--- config.mk ---
export PLATFORM = sky130hd
export DESIGN_NAME = load_store_unit
export DESIGN_NICKNAME = d
export VERILOG_FILES = /design/src/rtl/lsu_pkg.sv /design/src/rtl/lsu_load_align.sv /design/src/rtl/load_store_unit.sv
export SDC_FILE = /design/constraint.sdc
export NUM_CORES = 1
export LEC_CHECK = 0
export ABC_CLOCK_PERIOD_IN_PS = 3000
export CELL_PAD_IN_SITES_DETAIL_PLACEMENT = 0
export CELL_PAD_IN_SITES_GLOBAL_PLACEMENT = 1
export CORE_MARGIN = 1.5
export CORE_UTILIZATION = 32
export DETAILED_ROUTE_END_ITERATION = 12
export HOLD_SLACK_MARGIN = 0.1
export PLACE_DENSITY = 0.88
export SKIP_CTS_REPAIR_TIMING = 1
export SLEW_MARGIN = 5
export SYNTH_ARGS = -nofsm -noshare
export SYNTH_HDL_FRONTEND = slang
export SYNTH_SLANG_ARGS = --single-unit
--- constraint.sdc ---
create_clock -name clk -period 3 [get_ports clk]
set_clock_uncertainty 0.1 [all_clocks]
set_input_delay 0.45 -clock clk [delete_from_list [all_inputs] [get_ports clk]]
set_output_delay 0.45 -clock clk [all_outputs]
set_load 0.03 [all_outputs]
--- src/rtl/lsu_pkg.sv ---
// Shared types, funct3 encodings and lane helpers for the load/store unit.
package lsu_pkg;

    typedef enum logic [1:0] {
        IDLE = 2'd0,
        REQ  = 2'd1,
        DONE = 2'd2
    } lsu_state_t;

    localparam logic [2:0] F3_B  = 3'b000;
    localparam logic [2:0] F3_H  = 3'b001;
    localparam logic [2:0] F3_W  = 3'b010;
    localparam logic [2:0] F3_BU = 3'b100;
    localparam logic [2:0] F3_HU = 3'b101;

    typedef enum logic [1:0] {
        SZ_B = 2'd0,
        SZ_H = 2'd1,
        SZ_W = 2'd2
    } lsu_size_t;

    // Access width; unsigned variants share the width of their signed form,
    // and every unlisted encoding is treated as a full word.
    function automatic lsu_size_t f3_size(input logic [2:0] f3);
        case (f3)
            F3_B, F3_BU: f3_size = SZ_B;
            F3_H, F3_HU: f3_size = SZ_H;
            default:     f3_size = SZ_W;
        endcase
    endfunction

    function automatic logic [3:0] calc_be(input logic [2:0] f3, input logic [1:0] off);
        case (f3_size(f3))
            SZ_B:    calc_be = 4'b0001 << off;
            SZ_H:    calc_be = off[1] ? 4'b1100 : 4'b0011;
            default: calc_be = 4'b1111;
        endcase
    endfunction

    // Store data is replicated across lanes so the byte enables alone pick the target.
    function automatic logic [31:0] calc_wdata(input logic [2:0] f3, input logic [31:0] d);
        case (f3_size(f3))
            SZ_B:    calc_wdata = {4{d[7:0]}};
            SZ_H:    calc_wdata = {2{d[15:0]}};
            default: calc_wdata = d;
        endcase
    endfunction

endpackage

--- src/rtl/lsu_load_align.sv ---
// Combinational load lane select and sign/zero extension of a bus read word.
module lsu_load_align
    import lsu_pkg::*;
(
    input  logic [31:0] i_rdata,
    input  logic [1:0]  i_off,
    input  logic [2:0]  i_funct3,
    output logic [31:0] o_data
);

    logic [7:0]  w_byte;
    logic [15:0] w_half;

    // Pick the addressed byte/halfword and extend it according to funct3.
    always_comb begin
        case (i_off)
            2'd0:    w_byte = i_rdata[7:0];
            2'd1:    w_byte = i_rdata[15:8];
            2'd2:    w_byte = i_rdata[23:16];
            default: w_byte = i_rdata[31:24];
        endcase
        w_half = i_off[1] ? i_rdata[31:16] : i_rdata[15:0];
        case (i_funct3)
            F3_B:    o_data = {{24{w_byte[7]}}, w_byte};
            F3_BU:   o_data = {24'd0, w_byte};
            F3_H:    o_data = {{16{w_half[15]}}, w_half};
            F3_HU:   o_data = {16'd0, w_half};
            default: o_data = i_rdata;
        endcase
    end

endmodule

--- src/rtl/load_store_unit.sv ---
// Memory stage: drives a req/ack data bus for one access at a time and stalls
// the core until it completes. Optional macro LSU_MISALIGN_TRAP_EN turns
// misaligned H/W accesses into an immediate misalign completion.
module load_store_unit
    import lsu_pkg::*;
#(
    parameter int WIDTH = 32,
    parameter int BE_W  = WIDTH / 8
) (
    input  logic             clk,
    input  logic             rst,
    input  logic             lsu_valid,
    input  logic             MemRead,
    input  logic             MemWrite,
    input  logic [2:0]       funct3,
    input  logic [WIDTH-1:0] ALUout,
    input  logic [WIDTH-1:0] RegOp2,
    output logic [WIDTH-1:0] ReadData,
    output logic             lsu_done,
    output logic             stall,
`ifdef LSU_MISALIGN_TRAP_EN
    output logic             misalign,
`endif
    output logic             mem_req,
    output logic             mem_we,
    output logic [WIDTH-1:0] mem_addr,
    output logic [BE_W-1:0]  mem_be,
    output logic [WIDTH-1:0] mem_wdata,
    input  logic             mem_ack,
    input  logic [WIDTH-1:0] mem_rdata
);

    lsu_state_t       r_state;
    lsu_state_t       w_next;
    logic             w_start;
    logic             w_trap;
    logic             r_we;
    logic [WIDTH-1:0] r_addr;
    logic [BE_W-1:0]  r_be;
    logic [WIDTH-1:0] r_wdata;
    logic [2:0]       r_f3;
    logic [1:0]       r_off;
    logic [WIDTH-1:0] r_rdata;
    logic [WIDTH-1:0] w_load;

    assign w_start = lsu_valid & (MemRead | MemWrite);

`ifdef LSU_MISALIGN_TRAP_EN
    logic r_misalign;
    assign w_trap = ((f3_size(funct3) == SZ_H) & ALUout[0]) |
                    ((f3_size(funct3) == SZ_W) & (ALUout[1:0] != 2'b00));
    assign misalign = r_misalign;

    // Flag a trapped access during its DONE cycle only.
    always_ff @(posedge clk) begin
        if (rst) r_misalign <= 1'b0;
        else     r_misalign <= (r_state == IDLE) & w_start & w_trap;
    end
`else
    assign w_trap = 1'b0;
`endif

    lsu_load_align u_align (
        .i_rdata  (mem_rdata),
        .i_off    (r_off),
        .i_funct3 (r_f3),
        .o_data   (w_load)
    );

    assign mem_we    = r_we;
    assign mem_addr  = r_addr;
    assign mem_be    = r_be;
    assign mem_wdata = r_wdata;
    assign ReadData  = r_rdata;

    // State register.
    always_ff @(posedge clk) begin
        if (rst) r_state <= IDLE;
        else     r_state <= w_next;
    end

    // Next state and handshake outputs; start is ignored in DONE because the
    // upstream inputs still belong to the instruction just completed.
    always_comb begin
        w_next   = r_state;
        stall    = 1'b0;
        mem_req  = 1'b0;
        lsu_done = 1'b0;
        case (r_state)
            IDLE: begin
                if (w_start) begin
                    stall  = 1'b1;
                    w_next = w_trap ? DONE : REQ;
                end
            end
            REQ: begin
                stall   = 1'b1;
                mem_req = 1'b1;
                if (mem_ack) w_next = DONE;
            end
            DONE: begin
                lsu_done = 1'b1;
                w_next   = IDLE;
            end
            default: w_next = IDLE;
        endcase
    end

    // Capture the bus request at launch and the extended load word on ack.
    always_ff @(posedge clk) begin
        if (rst) begin
            r_we    <= 1'b0;
            r_addr  <= '0;
            r_be    <= '0;
            r_wdata <= '0;
            r_f3    <= '0;
            r_off   <= '0;
            r_rdata <= '0;
        end else begin
            if ((r_state == IDLE) && w_start && !w_trap) begin
                r_we    <= MemWrite & ~MemRead;
                r_addr  <= {ALUout[WIDTH-1:2], 2'b00};
                r_be    <= calc_be(funct3, ALUout[1:0]);
                r_wdata <= calc_wdata(funct3, RegOp2);
                r_f3    <= funct3;
                r_off   <= ALUout[1:0];
            end
            if ((r_state == REQ) && mem_ack && !r_we) begin
                r_rdata <= w_load;
            end
        end
    end

endmodule

==> impl_results.md <==
* Crit path time final at 2.617 ns
* Core Rows at 43
* TritonRoute pass-1 iters at 5
* Worst endpoint required time at 2.45 ns
* H-tree Lvls at 3
* Via count at 4669
* Ranking of synthesized cells by area: dfxtp_1, nand2_1, a211oi_1, a21oi_1, mux2i_1
* Post-Synth Adder-Cell Area at 0
* WL/cell at 16.21 um
* Largest net degree at the start of global routing at about 90
* Die ar. at ~15000 um^2
* CP Launch Type: primary input
* Top cells by count, synth: nand2_1, dfxtp_1, a21oi_1
* Synth Area in XOR/XNOR at 0
* Drt drc at 0
* Pint at 2.682 mW
* TritonCTS clock tree: built
* Syn_area_per_cell at 8.275 um^2
* Arr. time, crit path at 2.07 ns
* IO Pins at 209
* Grt ovf at 0
* Setup total negative slack at 0 ns
* Hold WC Path Type: reg -> reg
* Synth Flop Type: dfxtp_1
* Mapped Cells at 554
* CTS Buffer Depth at 2
* Sequential share of the synthesized area at 0.4629
* Worst slew pin tran at about 0.65 ns
* Initial Utilization at 0.3290
* Yosys reg bits at 106
* Vias in the first global route at 4401
* Core area at 13930 um^2
* Skew-Pair Late Insertion Delay at 0.34 ns
* Hpwl dp at between 10000 and 15000 um
* CP max FO at 4
* Count leader, synth: nand2_1
* RSZ-0062 raised after global routing: no
* Die Span X at 122.7 um
* Fill cell count at approximately 1300
* Switching power of the nets at 1.067 mW
* Slew HR at 0.5685
* Final antenna-violating net count at 0
* Status: completed
* All-Layer GR Usage at 0.1934
* Cell taking the most area after synthesis: dfxtp_1
* Final setup fails at 0
* Peak Freq at 0.3821 GHz
* Synth warn at 0
* Number of port buffers at 206
* Sequential Power Share at 0.416
* Initial DRC Count at 380
* Library cells used by synthesis at 39
* Crit. End Element: output port
* Proportion of layout cells with a drive suffix above 1 at 0.06089
* Routed WL at 14900 um
* Power share of the combinational group at 0.236
* Inserted Diodes at 0
* Chip height at 122.7 um
* CTS root buf: clkbuf_16
* Slew Viols, Final at 0
* Area growth from synthesis to layout at 55.16%
* Post-Synth Simple-Gate Area at 0.1864
* Net Sw Frac at 0.2845
* Number of enable flip-flop cells after synthesis at 0
* Main combinational cell family by area after synthesis: compound AO/OA/AOI/OAI gates
* Num CTS Buffers at 9
* First-pass GRT wire length at 22700 um
* Worst hold slack at 0.3537 ns
* Cell Pwr Density at between 500 and 600 nW/um^2
* Part of the cycle the worst path needs at 0.8724
* CTS Sinks at 106
* Clock power share at 0.349
* GPL Wtd Cong at 0.8556
* Leakage power at 2.536 nW
* Nets at 839
* Clk slew on worst S/H paths at 0.07 ns
* Initial antenna violation count at 0
* Max cap viols at 0
* Final hold vios at 0
* Mapped Area at around 4600 um^2
* Post-synthesis mux area share at 0.07969
* Worst VDD drop at 246.5 uV
* Synth Area in Compound Gates at 0.2194
* Crit Path Category: in -> out
* Ys async rst share at 0
* Top-area cell type share of the netlist area at 0.4629
* Vias/cell at 5.081
-- state kept, by name, summed over array words and instances (netlist names) --
signal     flops
ReadData      32
mem_addr      30
mem_be         4
mem_wdata     32
mem_we         1
r_f3           3
r_off          2
r_state        2
-- layout make-up --
class | count | area, um^2 | area share
Clock buffer | 12 | 256.5 | 0.03606
Inverter | 4 | 15.01 | 0.002111
Tap cell | 180 | 225.2 | 0.03166
Multi-Input combinational cell | 397 | 2261 | 0.3179
Sequential cell | 106 | 2122 | 0.2983
Timing Repair Buffer | 216 | 2160 | 0.3036
Clock inverter | 4 | 73.82 | 0.01038
-- layout by cell type, fill, tap and decap left out, drive strengths merged --
cell type      count
clkdlybuf4s50    205
nand2            134
dfxtp            106
a21oi             59
nor2              49
a211oi            43
mux2i             23
o21ai             19
mux2              12
clkbuf            12
buf               11
a311oi            10
nand3b             8
o211ai             8
nand2b             4
and2               4
a2bb2oi            4
inv                3
a22o               3
a22oi              3
clkinv             3
conb               2
bufinv             2
nor3b              2
and2b              1
nor2b              1
nor4bb             1
o311a              1
a21boi             1
a211o              1
a21o               1
o21a               1
nor3               1
and3b              1
-- worst max-delay path, stage by stage --
cell and delay, ns:
clkdlybuf4s50_1 0.45, nor3b_2 0.32, o21ai_4 0.10, nand2b_1 0.08
clkdlybuf4s50_1 0.66
-- per-layer routing --
metal / global-route usage / vias to the layer above / part of all wire
met1: 0.2494 / 2182 / 0.43
met2: 0.3045 / 174 / 0.46
li1: - / 2284 / -
met5: 0 / - / 0
met4: 0.08866 / 0 / 0.029
met3: 0.04693 / 29 / 0.073
-- final timing paths --
| check | startpoint | endpoint | slack [ns] | cells after the start |
|---|---|---|---|---|
| worst min-delay path | mem_addr[29]$_SDFFE_PP0P_ | mem_addr[29]$_SDFFE_PP0P_ | 0.35 | 2 |
| worst max register to register | r_f3[0]$_SDFFE_PP0P_ | ReadData[4]$_SDFFE_PP0P_ | 0.85 | 4 |
| worst min register to register | mem_addr[29]$_SDFFE_PP0P_ | mem_addr[29]$_SDFFE_PP0P_ | 0.35 | 2 |
| worst max-delay path | lsu_valid | stall | 0.38 | 5 |
-- metrics by stage --
stage          total power [mW]  setup WS (ns)  area, um^2    util  cells
2_1_floorplan             2.060          1.285        4588       -    555
3_3_place_gp              2.461         0.4052        6783  0.4868    903
3_5_place_dp              2.476         0.3821        6783  0.4868    903
4_1_cts                   3.790         0.3750        7113  0.5105    919
5_1_grt                   3.915         0.2761        7113  0.5105    919
6_report                  3.749         0.3827        7113  0.5105    919
-- cells by family after synthesis --
kind of cell / after synthesis
AOI/OAI and AO/OA: 154
muxes: 35
and+or+nand+nor: 206
buffers and inverters: 52
other: 1
DFF: 106
-- power by group through the flow --
| stage | combinational, mW | sequential, mW | clock, mW |
|---|---|---|---|
| 2_1_floorplan | 0.308 | 1.75 | 0 |
| 3_3_place_gp | 0.874 | 1.59 | 0 |
| 3_5_place_dp | 0.884 | 1.59 | 0 |
| 4_1_cts | 0.888 | 1.56 | 1.34 |
| 5_1_grt | 0.945 | 1.57 | 1.40 |
| 6_report | 0.883 | 1.56 | 1.31 |
Power figures use the tool's default switching activity.
